<file path="config.mk">
export PLATFORM = sky130hd
export DESIGN_NAME = midi_encoder
export DESIGN_NICKNAME = d
export VERILOG_FILES = /design/src/rtl/midi_encoder.sv
export SDC_FILE = /design/constraint.sdc
export NUM_CORES = 1
export LEC_CHECK = 0
export ABC_CLOCK_PERIOD_IN_PS = 2300
export CORE_MARGIN = 8
export CORE_UTILIZATION = 35
export DETAILED_ROUTE_END_ITERATION = 8
export GPL_TIMING_DRIVEN = 1
export SLEW_MARGIN = 20
export SYNTH_ARGS = -nofsm -noshare
export SYNTH_HDL_FRONTEND = slang
export SYNTH_SLANG_ARGS = --single-unit
</file>
<file path="constraint.sdc">
create_clock -name CLOCK_25 -period 2.3 [get_ports CLOCK_25]
set_input_delay 0.46 -clock CLOCK_25 [delete_from_list [all_inputs] [get_ports CLOCK_25]]
set_output_delay 0.46 -clock CLOCK_25 [all_outputs]
set_load 0.02 [all_outputs]
</file>
<file path="src/rtl/midi_encoder.sv">
// Transmit-side MIDI event encoder: latches channel-voice and SysEx parameter events,
// then serialises them byte by byte (with running status) toward a UART transmitter.
module midi_encoder #(
    parameter int unsigned RS_REFRESH = 7_500_000,
    parameter logic [7:0]  SX_DEV     = 8'h00
) (
    input  logic       CLOCK_25,
    input  logic       iRST,
    input  logic [3:0] midi_ch,
    input  logic       ev_valid,
    output logic       ev_ready,
    input  logic [2:0] ev_type,
    input  logic [7:0] ev_d1,
    input  logic [7:0] ev_d2,
    input  logic [2:0] ev_bank,
    output logic [7:0] tx_byte,
    output logic       tx_valid,
    input  logic       tx_ready,
    output logic       busy
);

    localparam logic ST_IDLE = 1'b0;
    localparam logic ST_SEND = 1'b1;

    localparam int unsigned      CW      = (RS_REFRESH > 2) ? $clog2(RS_REFRESH) : 1;
    localparam logic [CW-1:0]    CNT_MAX = CW'(RS_REFRESH - 1);

    logic          state_q,   state_d;
    logic [2:0]    idx_q,     idx_d;
    logic [2:0]    len_q,     len_d;
    logic          has_st_q,  has_st_d;
    logic [7:0]    last_st_q, last_st_d;
    logic [CW-1:0] cnt_q,     cnt_d;
    logic [7:0]    msg_q [7];
    logic [7:0]    msg_d [7];

    logic       accept;
    logic       xfer;
    logic       st_new;
    logic [3:0] nibble;
    logic [7:0] status;
    logic [7:0] d1m;
    logic [7:0] d2m;

    assign accept   = ev_valid && (state_q == ST_IDLE);
    assign xfer     = (state_q == ST_SEND) && tx_ready;
    assign ev_ready = (state_q == ST_IDLE);
    assign busy     = ~ev_ready;
    assign tx_valid = (state_q == ST_SEND);
    assign tx_byte  = (state_q == ST_SEND) ? msg_q[idx_q] : 8'h00;

    assign d1m    = ev_d1 & 8'h7F;
    assign d2m    = ev_d2 & 8'h7F;
    assign status = {nibble, midi_ch};
    assign st_new = (status != last_st_q);

    always_comb begin
        nibble = 4'h0;
        case (ev_type)
            3'd0:    nibble = 4'h8;
            3'd1:    nibble = 4'h9;
            3'd2:    nibble = 4'hB;
            3'd3:    nibble = 4'hC;
            3'd4:    nibble = 4'hE;
            default: nibble = 4'h0;
        endcase
    end

    always_comb begin
        state_d   = state_q;
        idx_d     = idx_q;
        len_d     = len_q;
        has_st_d  = has_st_q;
        last_st_d = last_st_q;
        cnt_d     = cnt_q;
        msg_d     = msg_q;

        if (xfer && (idx_q == 3'd0) && has_st_q) begin
            cnt_d = '0;
        end else if (cnt_q != CNT_MAX) begin
            cnt_d = cnt_q + 1'b1;
        end

        // Stale running status is dropped only between messages; an accept in the
        // same cycle still compared against last_st_q and may overwrite the clear.
        if ((state_q == ST_IDLE) && (cnt_q == CNT_MAX)) begin
            last_st_d = '0;
        end

        if (accept) begin
            case (ev_type)
                3'd0, 3'd1, 3'd2, 3'd3, 3'd4: begin
                    if (st_new) begin
                        last_st_d = status;
                        msg_d[0]  = status;
                        msg_d[1]  = d1m;
                        msg_d[2]  = d2m;
                    end else begin
                        msg_d[0]  = d1m;
                        msg_d[1]  = d2m;
                    end
                    if (ev_type == 3'd3) begin
                        len_d = st_new ? 3'd2 : 3'd1;
                    end else begin
                        len_d = st_new ? 3'd3 : 3'd2;
                    end
                    has_st_d = st_new;
                    idx_d    = '0;
                    state_d  = ST_SEND;
                end
                3'd5: begin
                    msg_d[0]  = 8'hF0;
                    msg_d[1]  = 8'h7F;
                    msg_d[2]  = SX_DEV;
                    msg_d[3]  = {5'b0, ev_bank};
                    msg_d[4]  = d1m;
                    msg_d[5]  = d2m;
                    msg_d[6]  = 8'hF7;
                    len_d     = 3'd7;
                    has_st_d  = 1'b0;
                    last_st_d = '0;
                    idx_d     = '0;
                    state_d   = ST_SEND;
                end
                default: ;
            endcase
        end

        if (xfer) begin
            if (idx_q == len_q - 3'd1) begin
                state_d = ST_IDLE;
            end else begin
                idx_d = idx_q + 3'd1;
            end
        end
    end

    always_ff @(posedge CLOCK_25) begin
        if (iRST) begin
            state_q   <= ST_IDLE;
            idx_q     <= '0;
            len_q     <= '0;
            has_st_q  <= 1'b0;
            last_st_q <= '0;
            cnt_q     <= '0;
            msg_q     <= '{default: '0};
        end else begin
            state_q   <= state_d;
            idx_q     <= idx_d;
            len_q     <= len_d;
            has_st_q  <= has_st_d;
            last_st_q <= last_st_d;
            cnt_q     <= cnt_d;
            msg_q     <= msg_d;
        end
    end

endmodule

</file>
==> impl_metrics.json, run 1 <==
{
  "wl_per_cell_um": 15.9,
  "synth_common_cells": "88 x nand2_1, 79 x dfxtp_1, 53 x a21oi_1",
  "slew-limit-headroom": 0.588,
  "io_buffers": 38,
  "critPathBufInv": 3,
  "gp_congestion": 0.823,
  "crit_required_ns": 1.84,
  "crit_slowest_cell": "dfxtp_4",
  "clock_skew_ns": 0.00845,
  "startpoint_type": "flop",
  "synth_cell_types": 59,
  "r2r_cells": 6,
  "worst_slew_pin_slew_ns": 0.619,
  "final.period_utilization": 0.962,
  "synthAdderAreaFrac": 0.0149,
  "die_area_mm2": 0.0157,
  "grtUsageTotal": 0.149,
  "num_vias": 4022,
  "syn-num-nets": 548,
  "yosys.area_share.simple": 0.243,
  "p_switching_mw": 0.849,
  "maxCapViolCount": 0,
  "nFillCells": 1157,
  "first_iter_violations": 369,
  "ys_ff_latch": 79,
  "ant_nets": 0,
  "antenna_found_initial": 0,
  "finalMaxSlewViolations": 0,
  "syn2layout_area_growth_pct": 26.8,
  "hpwlAfterDp_um": 8690,
  "die_y_um": 125,
  "cts_hold_buf": 0,
  "setup_ws_ns": 0.0881,
  "finalSetupViolCount": 0,
  "cp-end-kind": "output pin",
  "ys_seq_area_frac": 0.378,
  "seqPwrFrac": 0.429,
  "htree_levels": 3,
  "crit_path_max_fanout": 9,
  "final.min_clock_period_ns": 2.21,
  "multiInputGateArea_mm2": 0.00242,
  "min_path_type": "reg2reg",
  "cts_root_buf": "clkbuf_16",
  "path_clk_slew_ns": 0.06,
  "ys_async_sr_fraction": 0,
  "grt_pass1_wl_um": 19400,
  "fp-row-count": 40,
  "syn_area_per_cell_um2": 8.16,
  "cts_tree": "done",
  "synthTopCellsByArea": "dfxtp_1 38%, nand2_1 7.9%, a21oi_1 6.3%",
  "worstPathArrival_ns": 1.75,
  "dp_slack_ns": -0.380,
  "avgViaCountPerCell": 5.50,
  "crit_type": "reg2out",
  "synth_top_family_by_area": "simple AND/OR/NAND/NOR gates",
  "mappedNetlistArea_mm2": 0.00419,
  "synthMuxAreaShare": 0.0574,
  "synth_edf_count": 0,
  "num_antenna_cells": 0,
  "route.final.wire_length_um": 11600,
  "clock_sinks": 79,
  "initial_core_util": 0.353,
  "core_area_mm2": 0.0119,
  "nets": 614,
  "die_w_um": 125,
  "ys.flop_type": "dfxtp_1",
  "crit_cells": 7,
  "power_leakage_nw": 1.96,
  "hold_violations": 0,
  "setup_tns_ns": 0,
  "first_pass_iters": 4,
  "cts_made_buffers": 9,
  "io_pins": 41,
  "grt_pass1_vias": 3850,
  "cp_top_family": "buffers and inverters",
  "ir_drop_uv": 298,
  "synth_top_area_share": 0.378,
  "power_density_mw_per_mm2": 645,
  "drc_errors": 0,
  "synthCells": 513,
  "min_path_cells": 2,
  "p_clk_frac": 0.433,
  "combPwrFrac": 0.138,
  "yosysWarnings": 0,
  "seqCellArea_mm2": 0.00159,
  "crit_chain": "buf_6 > nor2b_1 > buf_4 > a21oi_1 > o21ai_0 > and3_1 > clkdlybuf4s15_1",
  "yosys.area.top_type": "dfxtp_1",
  "clock_latency_ns": 0.34,
  "fmax_mhz": 452,
  "rsz0062_at_grt": "false",
  "grt_max_degree": 34,
  "synth_compound_area_frac": 0.213,
  "synth_xor_area_frac": 0.0451,
  "drive_above_1_share": 0.166,
  "max_stage_delay_ns": 0.37,
  "clockBufferDepth": 2,
  "grt-ovfl-total": 0,
  "yosysMostFrequentCell": "nand2_1",
  "switching_share": 0.248,
  "p_int_mw": 2.57,
  "status": "finished, final reports clean"
}
[path summary, 6_finish.rpt]
check	endpoint	from	slack [ns]
worst max-delay path	tx_byte[4]	idx_q[1]$_SDFF_PP0_	0.09
worst min-delay path	msg_q[13]$_SDFFE_PP0P_	msg_q[13]$_SDFFE_PP0P_	0.46
worst max register to register	cnt_q[19]$_SDFFE_PP0P_	cnt_q[8]$_SDFFE_PP0P_	0.16
worst min register to register	msg_q[13]$_SDFFE_PP0P_	msg_q[13]$_SDFFE_PP0P_	0.46
[power groups by stage]
stage	sequential (mW)	combinational (mW)	clock, mW
6_report	1.47	0.471	1.48
5_1_grt	1.48	0.513	1.57
4_1_cts	1.47	0.466	1.52
3_5_place_dp	1.50	0.464	0
3_3_place_gp	1.50	0.455	0
2_1_floorplan	1.49	0.266	0
[per-layer routing]
| layer | vias to the layer above | GRT usage | wire [µm] | part of all wire |
|---|---|---|---|---|
| met5 | - | 0 | 0 | 0 |
| li1 | 1990 | - | - | - |
| met1 | 1915 | 0.182 | 5230 | 0.45 |
| met3 | 14 | 0.0297 | 590 | 0.051 |
| met4 | 0 | 0.0638 | 239 | 0.021 |
| met2 | 103 | 0.251 | 5570 | 0.48 |
[cells by family (layout without fill, tap and decap cells)]
logic type,after synthesis,in the layout
AND/OR/NAND/NOR,210,210
AO/OA/AOI/OAI,135,135
flip-flops,79,79
buffers and inverters,45,116
XOR/XNOR,20,20
multiplexers,19,19
adder cells (fa/ha/maj),5,5
[worst register-to-register path, cell delays in order (launching register included)]
cell and delay, ns:
dfxtp_1 0.36, or4_1 0.58, nor4_2 0.45, and3_1 0.27, buf_4 0.17, or4_1 0.13, a21oi_1 0.06
[state kept, by name (all words and copies together), names as in the netlist]
signal and count:
idx_q 3, has_st_q 1, msg_q 40, len_q 3, busy 1, cnt_q 23, last_st_q 8
[placed cells by master (no fill, tap or decap), drive strengths merged, types with 11 or more instances in the layout]
cell type      Yosys  final
o21ai             26     26
nand4             11     11
a21oi             53     53
clkbuf            22     17
nand3             22     22
dfxtp             79     79
o211ai            13     13
nor2              43     43
buf               14     56
nand2             88     88
clkdlybuf4s50      0     26
mux2i             15     15
[layout make-up]
| class | instances | share of cell area |
|---|---|---|
| flip-flops and latches | 79 | 0.299 |
| repair buffers | 91 | 0.145 |
| multi-input cells | 389 | 0.456 |
| inverters | 9 | 0.00707 |
| clock buffers | 14 | 0.0516 |
| clock inverters | 2 | 0.00707 |
| well taps | 147 | 0.0347 |
[through the flow]
step / cells / power (mW) / hold WS [ns] / util / area (µm²)
2_1_floorplan: 513 / 1.75 / 0.432 / - / 4190
3_3_place_gp: 714 / 1.95 / 0.441 / 0.420 / 4980
3_5_place_dp: 714 / 1.96 / 0.450 / 0.420 / 4980
4_1_cts: 730 / 3.45 / 0.458 / 0.447 / 5300
5_1_grt: 731 / 3.56 / 0.481 / 0.447 / 5310
6_report: 731 / 3.42 / 0.457 / 0.447 / 5310
[repair_timing]
item,CTS,global route
pin swaps,1,7
hold endpoints to repair,0,0
gates resized for setup,17,16
endpoints found under the setup margin,12,29
cloned,0,0
buffers inserted,0,1
Note: power is estimated with default switching activity, not from simulation.
==> run 2, diff against run 1 <==
--- a/config.mk
+++ b/config.mk
@@ -6,10 +6,12 @@
 export NUM_CORES = 1
 export LEC_CHECK = 0
 export ABC_CLOCK_PERIOD_IN_PS = 2300
+export CAP_MARGIN = 20
 export CORE_MARGIN = 8
 export CORE_UTILIZATION = 35
 export DETAILED_ROUTE_END_ITERATION = 8
 export GPL_TIMING_DRIVEN = 1
+export PLACE_DENSITY = 0.54
 export SLEW_MARGIN = 20
 export SYNTH_ARGS = -nofsm -noshare
 export SYNTH_HDL_FRONTEND = slang
==> impl_metrics.json, run 2 (same netlist as run 1, synthesis figures left out) <==
{
  "io_pins": 41,
  "crit_required_ns": 2.56,
  "cts_hold_buf": 0,
  "min_path_type": "reg2reg",
  "finalMaxSlewViolations": 0,
  "r2r_slack_ns": 0.25,
  "core_area_mm2": 0.0119,
  "route.final.wire_length_um": 12200,
  "worst_slew_pin_slew_ns": 0.637,
  "io_buffers": 38,
  "power_density_mw_per_mm2": 635,
  "first_iter_violations": 239,
  "grt-ovfl-total": 0,
  "syn2layout_area_growth_pct": 27.4,
  "largest_reg_flops": 40,
  "clockBufferDepth": 2,
  "power_leakage_nw": 1.98,
  "final_cell_mix": "87 x nand2_1, 77 x dfxtp_1, 56 x buf_4",
  "die_area_mm2": 0.0157,
  "grt_max_degree": 33,
  "clock_sinks": 79,
  "r2r_end": "cnt_q[17]$_SDFFE_PP0P_",
  "maxCapViolCount": 0,
  "hp-start": "msg_q[11]$_SDFFE_PP0P_",
  "cts_tree": "done",
  "hpwlAfterDp_um": 9230,
  "holdPathEnd": "msg_q[11]$_SDFFE_PP0P_",
  "path_clk_slew_ns": 0.06,
  "post-route-util": 0.450,
  "slew-limit-headroom": 0.575,
  "cts_root_buf": "clkbuf_16",
  "clock_latency_ns": 0.34,
  "grt_pass1_wl_um": 20200,
  "worstPathArrival_ns": 2.45,
  "finalSetupViolCount": 0,
  "ant_nets": 0,
  "regMostFlops": "msg_q",
  "rr_startpoint": "cnt_q[9]$_SDFFE_PP0P_",
  "r2r_cells": 7,
  "final_cell_count_no_fill": 737,
  "nets": 620,
  "startpoint_type": "input pin",
  "cts_made_buffers": 9,
  "antenna_found_initial": 0,
  "avgViaCountPerCell": 5.39,
  "crit_type": "in2reg",
  "nFillCells": 1215,
  "hold_violations": 0,
  "drc_errors": 0,
  "initial_core_util": 0.353,
  "dpl.cell_count": 721,
  "cp-end-kind": "flop",
  "grtUsageTotal": 0.159,
  "drive_above_1_share": 0.185,
  "ir_drop_uv": 352,
  "final.period_utilization": 0.954,
  "fmax_mhz": 456,
  "postCtsSetupRepairBufs": 0,
  "die_w_um": 125,
  "status": "finished, final reports clean",
  "top_regs": "msg_q x40, cnt_q x23, last_st_q x8",
  "first_pass_iters": 4,
  "fp-row-count": 40,
  "gp_congestion": 0.790,
  "num_vias": 3974,
  "die_y_um": 125,
  "final_common_cell": "nand2_1",
  "crit_path_max_fanout": 3,
  "htree_levels": 3,
  "min_path_cells": 2,
  "num_antenna_cells": 0,
  "grt_pass1_vias": 3876,
  "wl_per_cell_um": 16.6,
  "final.min_clock_period_ns": 2.19,
  "clock_skew_ns": 0.00677
}
==> run 2: cell type report <==
class,instances,area [µm²],area share
clock buffer,11,243,0.0455
sequential,79,1590,0.298
multi-input combinational,389,2430,0.455
inverter,9,33.8,0.00634
clock inverter,5,57.6,0.0108
timing repair buffer,97,798,0.150
tap,147,184,0.0345
==> run 2: worst max-delay path: stages <==
cell and delay (ns):
clkdlybuf4s50_1 0.45, or4bb_1 0.52, o211ai_1 0.12, and4_1 0.28
nand2_2 0.09, inv_2 0.07, ha_1 0.22, nand2_1 0.05
o21ai_0 0.07, a21oi_1 0.13
==> run 2: metal layers <==
metal,GRT usage,up-vias,routed length (µm)
met4,0.0516,0,161
met2,0.273,103,5960
met3,0.0382,14,714
li1,-,2000,-
met5,0,-,0
met1,0.190,1857,5400
==> run 2: stage by stage <==
step	power, mW	TNS, ns	hold WS, ns	cell area (µm²)	worst slack [ns]
after floorplan	1.75	0	0.432	4190	0.0550
after global routing	3.54	-0.0372	0.473	5330	-0.0228
after global placement	1.96	-5.57	0.441	5030	-0.266
after detailed placement	1.97	-8.59	0.445	5030	-0.330
after CTS	3.43	0	0.454	5340	0.00502
final	3.39	0	0.457	5330	0.106
==> run 2: where the power goes <==
| group | switching (mW) | internal [mW] | total [mW] |
|---|---|---|---|
| combinational | 0.258 | 0.218 | 0.476 |
| sequential | 0.0435 | 1.43 | 1.47 |
| clock | 0.572 | 0.871 | 1.44 |
| total | 0.874 | 2.51 | 3.39 |
==> run 2: worst max path at each step <==
stage                   startpoint                      to  slack [ns]  cells past startpoint
2_1_floorplan           ev_type[0]   len_q[0]$_SDFFE_PP0P_        0.06                     11
3_3_place_gp            ev_type[2]   len_q[0]$_SDFFE_PP0P_       -0.27                     10
3_5_place_dp            ev_type[0]  msg_q[51]$_SDFFE_PP0P_       -0.33                      7
4_1_cts        idx_q[1]$_SDFF_PP0_              tx_byte[0]       0.005                      5
5_1_grt                 ev_type[1]  msg_q[32]$_SDFFE_PP0P_       -0.02                      7
6_report                ev_type[1]   len_q[0]$_SDFFE_PP0P_        0.11                     10
==> run 2: repair_timing <==
action | 4_1_cts | 5_1_grt
pin swaps | 0 | 5
gates resized for setup | 23 | 20
setup endpoints to repair | 8 | 40
hold endpoints to repair | 0 | 0
==> run 3, diff against run 2 <==
--- a/config.mk
+++ b/config.mk
@@ -7,7 +7,8 @@
 export LEC_CHECK = 0
 export ABC_CLOCK_PERIOD_IN_PS = 2300
 export CAP_MARGIN = 20
-export CORE_MARGIN = 8
+export CORE_ASPECT_RATIO = 1.75
+export CORE_MARGIN = 3
 export CORE_UTILIZATION = 35
 export DETAILED_ROUTE_END_ITERATION = 8
 export GPL_TIMING_DRIVEN = 1
==> impl_metrics.json, run 3 (same netlist as run 1, synthesis figures left out) <==
{
  "dpl.cell_count": 709,
  "final_cell_mix": "88 x nand2_1, 77 x dfxtp_1, 57 x buf_4",
  "nFillCells": 1179,
  "finalMaxSlewViolations": 0,
  "ir_drop_uv": 453,
  "syn2layout_area_growth_pct": 27.4,
  "largest_reg_flops": 40,
  "hpwlAfterDp_um": 9520,
  "avgViaCountPerCell": 5.46,
  "grt_max_degree": 33,
  "min_path_type": "reg2reg",
  "grt_pass1_wl_um": 19700,
  "clock_sinks": 79,
  "num_vias": 3973,
  "htree_levels": 3,
  "setup_ws_ns": 0.0956,
  "grt_pass1_vias": 3975,
  "min_path_cells": 2,
  "finalSetupViolCount": 0,
  "die_y_um": 151,
  "first_pass_iters": 4,
  "final_cell_count_no_fill": 727,
  "final.period_utilization": 0.958,
  "io_buffers": 38,
  "route.final.wire_length_um": 12200,
  "drive_above_1_share": 0.184,
  "clockBufferDepth": 2,
  "grtUsageTotal": 0.192,
  "io_pins": 41,
  "die_w_um": 88.7,
  "power_density_mw_per_mm2": 647,
  "crit_path_max_fanout": 9,
  "r2r_cells": 5,
  "worst_slew_pin_slew_ns": 0.620,
  "drc_errors": 0,
  "slew-limit-headroom": 0.587,
  "die_area_mm2": 0.0134,
  "hold_violations": 0,
  "cts_tree": "done",
  "cp-end-kind": "flop",
  "antenna_found_initial": 0,
  "path_clk_slew_ns": 0.07,
  "clock_skew_ns": 0.00835,
  "dp_slack_ns": -0.268,
  "wl_per_cell_um": 16.7,
  "initial_core_util": 0.359,
  "gp_congestion": 0.913,
  "regMostFlops": "msg_q",
  "status": "finished, final reports clean",
  "grt-ovfl-total": 0,
  "num_antenna_cells": 0,
  "whs_ns": 0.454,
  "crit_required_ns": 2.53,
  "p_total_mw": 3.45,
  "startpoint_type": "input pin",
  "fin_area_mm2": 0.00533,
  "ant_nets": 0,
  "clock_latency_ns": 0.34,
  "final.min_clock_period_ns": 2.20,
  "crit_type": "in2reg",
  "nets": 622,
  "fmax_mhz": 454,
  "cts_made_buffers": 9,
  "power_leakage_nw": 1.99,
  "cts_root_buf": "clkbuf_16",
  "worstPathArrival_ns": 2.43,
  "first_iter_violations": 157,
  "maxCapViolCount": 0,
  "core_area_mm2": 0.0116,
  "place_area_mm2": 0.00503,
  "top_regs": "msg_q x40, cnt_q x23, last_st_q x8",
  "cts_hold_buf": 0,
  "fp-row-count": 52,
  "final_common_cell": "nand2_1"
}
-- run 3: cell types whose count changed in the layout (fill, tap and decap cells not counted), moves of 2 or more --
cell      previous run  this run
buf_2                7         5
clkinv_2             2         0
clkbuf_2             1         5
inv_6                0         4
-- run 3: layout make-up --
type | instances | area (µm²) | area share
multi-input cells | 389 | 2410 | 0.453
well taps | 135 | 169 | 0.0317
repair buffers | 99 | 816 | 0.153
inverters | 9 | 33.8 | 0.00634
clock buffers | 9 | 225 | 0.0423
clock inverters | 7 | 85.1 | 0.0160
flip-flops and latches | 79 | 1590 | 0.298
-- run 3: critical path, stage by stage --
cell and delay, ns:
clkdlybuf4s50_1 0.43, xor2_1 0.18, a2111oi_1 0.46, and4_1 0.28, buf_4 0.18, a21oi_1 0.09, a2111oi_2 0.35
-- run 3: per-stage QoR --
step           utilization  setup TNS [ns]
2_1_floorplan            -               0
3_3_place_gp         0.432           -4.41
3_5_place_dp         0.432           -7.09
4_1_cts              0.458        -0.00206
5_1_grt              0.458         -0.0843
6_report             0.458               0
-- run 3: power breakdown --
| group | leakage (nW) | total (mW) | switching (mW) | internal, mW |
|---|---|---|---|---|
| sequential | 0.644 | 1.47 | 0.0415 | 1.43 |
| clock | 0.153 | 1.51 | 0.640 | 0.867 |
| combinational | 1.19 | 0.477 | 0.256 | 0.221 |
| total | 1.99 | 3.45 | 0.937 | 2.51 |
-- run 3: metal layers --
layer  track usage  wire length, µm  vias up
met3        0.0318              362       27
met4        0.0930              440        0
met2         0.355             6820       79
met5             0                0        -
met1         0.202             4550     1861
li1              -                -     2006
-- run 3: final timing paths --
path	startpoint	end	slack (ns)
hold reg to reg	msg_q[26]$_SDFFE_PP0P_	msg_q[26]$_SDFFE_PP0P_	0.45
hold / removal	msg_q[26]$_SDFFE_PP0P_	msg_q[26]$_SDFFE_PP0P_	0.45
setup reg to reg	cnt_q[5]$_SDFFE_PP0P_	last_st_q[7]$_SDFF_PP0_	0.1
setup / recovery	midi_ch[1]	msg_q[52]$_SDFFE_PP0P_	0.1
-- run 3: what timing repair did --
action,in CTS,in global routing
pin swaps,0,4
endpoints found under the setup margin,8,30
setup buffers,0,1
cloned,0,1
resized for setup,17,19
